===== src/rtl/uart_pkg.sv =====
// Shared UART definitions: ASCII constants, formatter state encoding and the
// nibble-to-ASCII hex helper.
package uart_pkg;

    localparam logic [7:0] ASCII_0  = 8'h30;
    localparam logic [7:0] ASCII_A  = 8'h41;
    localparam logic [7:0] ASCII_CR = 8'h0D;
    localparam logic [7:0] ASCII_LF = 8'h0A;

    typedef enum logic [1:0] {
        ST_IDLE = 2'd0,
        ST_HEX  = 2'd1,
        ST_CR   = 2'd2,
        ST_LF   = 2'd3
    } state_t;

    // Uppercase hex digit for one nibble.
    function automatic logic [7:0] nib2ascii(input logic [3:0] nib);
        if (nib < 4'd10)
            return ASCII_0 + {4'h0, nib};
        else
            return ASCII_A + {4'h0, nib} - 8'd10;
    endfunction

endpackage


===== src/rtl/uart_hex_formatter.sv =====
// Formats accepted binary words as uppercase ASCII hex (MS nibble first, optional
// CR LF) and writes them into the TX FIFO byte port, never writing while full.
module uart_hex_formatter
    import uart_pkg::*;
#(
    parameter int DATA_W   = 16,
    parameter bit ADD_CRLF = 1'b1
) (
    input  logic              clk,
    input  logic              rst,
    input  logic [DATA_W-1:0] in_data,
    input  logic              in_valid,
    output logic              in_ready,
    input  logic              fifo_full,
    output logic [7:0]        tx_data,
    output logic              tx_wr,
    output logic              busy
);

    localparam int NIBBLES = DATA_W / 4;
    localparam int CNT_W   = (NIBBLES > 1) ? $clog2(NIBBLES) : 1;
    localparam logic [CNT_W-1:0] CNT_LOAD = CNT_W'(NIBBLES - 1);

    state_t              state_reg, state_next;
    logic [DATA_W-1:0]   shift_reg, shift_next;
    logic [CNT_W-1:0]    cnt_reg,   cnt_next;

    // Handshake and write strobe are gated by rst so nothing leaves the block
    // during the reset cycle even though the registers still hold old state.
    assign busy     = (state_reg != ST_IDLE);
    assign in_ready = !busy && !rst;
    assign tx_wr    = busy && !fifo_full && !rst;

    always_ff @(posedge clk) begin
        if (rst) begin
            state_reg <= ST_IDLE;
            shift_reg <= '0;
            cnt_reg   <= '0;
        end else begin
            state_reg <= state_next;
            shift_reg <= shift_next;
            cnt_reg   <= cnt_next;
        end
    end

    always_comb begin
        state_next = state_reg;
        shift_next = shift_reg;
        cnt_next   = cnt_reg;
        case (state_reg)
            ST_IDLE: begin
                if (in_valid && in_ready) begin
                    shift_next = in_data;
                    cnt_next   = CNT_LOAD;
                    state_next = ST_HEX;
                end
            end
            ST_HEX: begin
                if (tx_wr) begin
                    shift_next = shift_reg << 4;
                    cnt_next   = cnt_reg - CNT_W'(1);
                    if (cnt_reg == '0)
                        state_next = ADD_CRLF ? ST_CR : ST_IDLE;
                end
            end
            ST_CR: begin
                if (tx_wr)
                    state_next = ST_LF;
            end
            ST_LF: begin
                if (tx_wr)
                    state_next = ST_IDLE;
            end
            default: state_next = ST_IDLE;
        endcase
    end

    // Character decode uses registered state only, so it holds steady while stalled.
    always_comb begin
        tx_data = 8'h00;
        case (state_reg)
            ST_HEX:  tx_data = nib2ascii(shift_reg[DATA_W-1 -: 4]);
            ST_CR:   tx_data = ASCII_CR;
            ST_LF:   tx_data = ASCII_LF;
            default: tx_data = 8'h00;
        endcase
    end

endmodule


===== config.mk =====
export PLATFORM = sky130hd
export DESIGN_NAME = uart_hex_formatter
export DESIGN_NICKNAME = d
export VERILOG_FILES = /design/src/rtl/uart_pkg.sv /design/src/rtl/uart_hex_formatter.sv
export SDC_FILE = /design/constraint.sdc
export NUM_CORES = 1
export LEC_CHECK = 0
export CAP_MARGIN = 5
export CORE_ASPECT_RATIO = 1.25
export CORE_MARGIN = 2
export CORE_UTILIZATION = 41
export DETAILED_ROUTE_END_ITERATION = 12
export GPL_ROUTABILITY_DRIVEN = 1
export GPL_TIMING_DRIVEN = 0
export MAX_ROUTING_LAYER = met4
export PLACE_DENSITY = 0.67
export SLEW_MARGIN = 25
export SYNTH_ARGS = -nofsm -noshare
export SYNTH_HDL_FRONTEND = slang
export SYNTH_SLANG_ARGS = --single-unit
export TNS_END_PERCENT = 5

===== constraint.sdc =====
create_clock -name clk -period 3.51 [get_ports clk]
set_clock_uncertainty 0.05 [all_clocks]
set_input_delay 0.351 -clock clk [delete_from_list [all_inputs] [get_ports clk]]
set_output_delay 0.351 -clock clk [all_outputs]
set_load 0.02 [all_outputs]

Yosys cells after proc, flatten, opt, wreduce, memory -nomap -nowiden
Cells that the tools add are included.

Reduce and logical (&&, ||, !) cells: 13. Multiplexer cells: 14. Eq/ne operators: 8. Add/sub/neg operators: 4. Magnitude comparators: 1.

Operators with widths (number): 16-bit 2-to-1 mux (2); 16-bit case mux with 2 select lines (1); 8-bit case mux with 3 select lines (1); 2-bit 2-to-1 mux (7); 2-bit inequality test, second input constant (5); 7-bit by 4-bit adder with 8-bit output, first input constant (1); 8-bit 2-to-1 mux (1); 2-bit case mux with 4 select lines (1); 8-bit by 4-bit subtractor with 8-bit output, second input constant (1); 6-bit by 4-bit adder with 7-bit output, first input constant (1); 5-bit AND reduction (1); 2-bit == test, second input constant (2); 1-bit logical AND (4); 2-bit zero test (2); 4-bit less-than comparator, second input constant (1); 2-bit case mux with 2 select lines (1); 2-bit nonzero test (2); 1-bit zero test (3); 3-bit AND reduction (1); 2-bit by 1-bit == test with 1-bit output, second input constant (1); 2-bit by 1-bit subtractor with 2-bit output, second input constant (1).

Logic and storage cells: 43. Register bits after elaboration: 20. Output and inout bits: 11.

Logic depth before layout (Yosys ltp)
Gate-level depths: netlist of the first run.

Word-level depth: 6. Mapped depth: 7. Mapped depth without buffers: 5.

Least setup slack after synthesis of the first run
OpenSTA, ideal clock, no wires.

Path type: register -> output. From: register state_reg[1]. To: output port tx_data[0]. Stages on the path, launching flop included: 7. Data required time: 3.109 ns. Slack: 1.366 ns. Arrival time: 1.743 ns. Path through: dfxtp_1 inv_1 ha_1 buf_2 buf_2 nand2_1 o21ai_0.

Longest elaborated chain between the ends: 2.

RTL lines: start: declaration (RTL line uart_hex_formatter.sv:24) `state_t state_reg, state_next;`; start signal: assignment (RTL line uart_hex_formatter.sv:40) `state_reg <= state_next;`; 2-bit == test / 2-bit by 1-bit == test with 1-bit output (equally long branches) (RTL line uart_hex_formatter.sv:81) `case (state_reg)`; 8-bit case mux with 3 select lines * (RTL line uart_hex_formatter.sv:81); end: declaration (RTL line uart_hex_formatter.sv:15) `output logic [7:0] tx_data,`.

Every way passes the cells marked *; elsewhere a longest branch is shown, timed or not.

Final worst setup path of the first run
From: register state_reg[1]. To: output port tx_data[2].

The elaborated chain is that of the path after synthesis.

==> impl_metrics.ini, run 1 <==
[final_layout]
nets = 196
largest_reg_flops = 16
final_util_pct = 55.6
final_cell_mix = 29 x clkdlybuf4s50_1, 20 x dfxtp_1, 15 x mux2i_1
drive_above_1_share_pct = 15.5
layout_commonest_cell = clkdlybuf4s50_1
syn_to_final_growth_pct = 31.8
final_cells = 204
antenna_cells = 0

[power]
power.density_nw_per_um2 = 664
p_leak_nw = 0.587
ir_worst_vdd_v = 0.000478

[critical_path]
path_cells = inv_1 > ha_1 > buf_2 > buf_2 > nand2_1 > o21ai_0 > clkdlybuf4s50_1
critPathArrivalTime_ns = 2.62
r2r-end = shift_reg[12]
crit_fanout = 10
cp-startpoint = state_reg[1]
crit_path_start_kind = flip-flop
reg2regPathDepth = 7
crit_buf_inv = 4
crit_path_max_incr_delay_ns = 0.62
slowest_stage = clkdlybuf4s50_1
worstPathRequired_ns = 3.11
critPathKind = reg -> out
critical-path-top-delay-family = buffers and inverters
path_common_cell = buf_2
r2r-start = state_reg[0]
r2r_slack_ns = 1.51
end_kind = primary output

[placement]
portBuffers = 29
post-dp-hpwl_mm = 1.94
place_ws_ns = 0.823
place_congestion = 0.774
dp.cells = 200

[global_route]
gr-total-overflow = 0
grt_pass1_vias = 1065
grt_first_pass_wirelength_mm = 4.37
grt_usage_pct = 17.6
antenna_found_initial = 0
grt_max_degree = 13

[clock_tree]
cts_tree = built
cts_buffers = 3
postCtsHoldBufs = 0
cts_setup_buffers = 0
cts-root-buf = clkbuf_4
cts.path.max_buffers = 2
cts_sinks = 20
clk_pin_slew_ns = 0.12
clock_latency_ns = 0.32
ctsResizeCount = 0
htree_levels = 1

[drt]
viasPerCell = 5.40
drt_iter0_drc = 19
num_vias = 1101
wirelength_mm = 2.56
detail_route.wl_per_cell_um = 12.6
drtAntennaViolNets = 0
drc = 0
firstDrtPassIters = 4

[sta]
fin_setup_tns_ns = 0
final-setup-viol-count = 0
fmax_ghz = 0.331
fin_crit_ns = 3.02
setup_ws_ns = 0.491
slew_viol_final = 0
finalHoldViolCount = 0
rsz0062_at_grt = false
fin_crit_sh_pct = 86.0

[min_path]
min_path_cells = 2
holdCritPathClass = reg -> reg
min-delay-start = shift_reg[7]
min_to = shift_reg[7]

[synth]
synthCells = 135
ys_types = 31
synth-seq-cells = 20
ys_warn_count = 0
synth_edf_count = 0
async_reset_ff_share_pct = 0
syn-num-nets = 162
synthesis.area_um2 = 1220
yosysSeqAreaShare_pct = 32.8
postSynthAreaPerCell_um2 = 9.04
ys.flop_type = dfxtp_1

[floorplanning]
design.core.area_um2 = 2890
die_area_um2 = 3430
pin_count = 31
chipHeight_um = 65.0
dieWidth_um = 52.8
initial_core_util_pct = 42.2
row_count = 22

[run_status]
outcome = completed

[run]
maxCapViolations = 0
## worst max-delay path by stage
stage,slack [ns],cells after the start,to
floorplan,1.37,6,tx_data[0]
global placement,0.86,7,tx_data[0]
detailed placement,0.82,7,tx_data[2]
CTS,0.46,7,tx_data[2]
global route,0.27,7,tx_data[2]
finish,0.49,7,tx_data[2]
## metal layers
layer	up-vias	part of all wire [%]	global-route usage (%)
li1	557	-	-
met1	510	43	18.9
met2	29	52	31.1
met3	5	3.5	2.76
met4	0	2.0	7.69
met5	-	0	-
## tightest hold or removal path: cells and delay by family, from the launching register on
| family | cells | cell delay [ns] |
|---|---|---|
| flip-flops | 1 | 0.33 |
| AND/OR/NAND/NOR | 1 | 0.06 |
| AO/OA/AOI/OAI | 1 | 0.06 |
## power breakdown
| part | switching [mW] | internal [mW] | total [mW] | leakage [nW] |
|---|---|---|---|---|
| Sequential | 0.0537 | 0.302 | 0.356 | 0.164 |
| Clock | 0.0832 | 0.116 | 0.199 | 0.0279 |
| Combinational | 0.272 | 0.241 | 0.513 | 0.395 |
## final cells by class
class,instances,area (um^2)
Buffer,11,56.3
Clock inverter,1,30.0
Timing Repair Buffer,29,290
Sequential cell,20,400
Multi-Input combinational cell,95,729
Clock buffer,3,22.5
Inverter,9,33.8
Fill cell,285,1280
Tap cell,36,45.0
## cell families after synthesis
| family | synth area share (%) |
|---|---|
| AND/OR/NAND/NOR | 18.2 |
| AO/OA/AOI/OAI | 20.4 |
| flip-flops | 32.8 |
| buffers and inverters | 7.38 |
| multiplexers | 12.3 |
| adder cells (fa/ha/maj) | 7.18 |
| XOR/XNOR | 1.44 |
| other | 0.307 |
## cells in the mapped netlist (2+ instances only)
cell | number | area, um^2
o21ai_0 | 8 | 40.0
nand4_1 | 12 | 75.1
nor2b_1 | 5 | 31.3
nor2_1 | 6 | 22.5
a31o_2 | 5 | 43.8
o21ai_2 | 10 | 87.6
inv_1 | 9 | 33.8
a21oi_1 | 2 | 10.0
mux2i_1 | 15 | 150
nand2b_1 | 2 | 12.5
dfxtp_1 | 20 | 400
ha_1 | 7 | 87.6
buf_2 | 3 | 15.0
nor3_1 | 2 | 10.0
nor4b_1 | 4 | 35.0
nand2_1 | 5 | 18.8
clkbuf_1 | 6 | 22.5
## through the flow
| stage | hold slack [ns] | cell area [um^2] | total power [mW] |
|---|---|---|---|
| 3_3_place_gp | 0.416 | 1560 | 0.869 |
| 6_report | 0.435 | 1610 | 1.07 |
| 4_1_cts | 0.440 | 1610 | 1.08 |
| 5_1_grt | 0.465 | 1610 | 1.15 |
| 3_5_place_dp | 0.421 | 1560 | 0.881 |
| 2_1_floorplan | 0.404 | 1220 | 0.729 |
Power figures use the tool's default switching activity.
==> run 2, diff against run 1 <==
--- a/config.mk
+++ b/config.mk
@@ -14,6 +14,7 @@
 export GPL_TIMING_DRIVEN = 0
 export MAX_ROUTING_LAYER = met4
 export PLACE_DENSITY = 0.67
+export SKIP_LAST_GASP = 1
 export SLEW_MARGIN = 25
 export SYNTH_ARGS = -nofsm -noshare
 export SYNTH_HDL_FRONTEND = slang
==> results of run 2 <==
Final layout, timing and power as in run 1 (identical DEF).
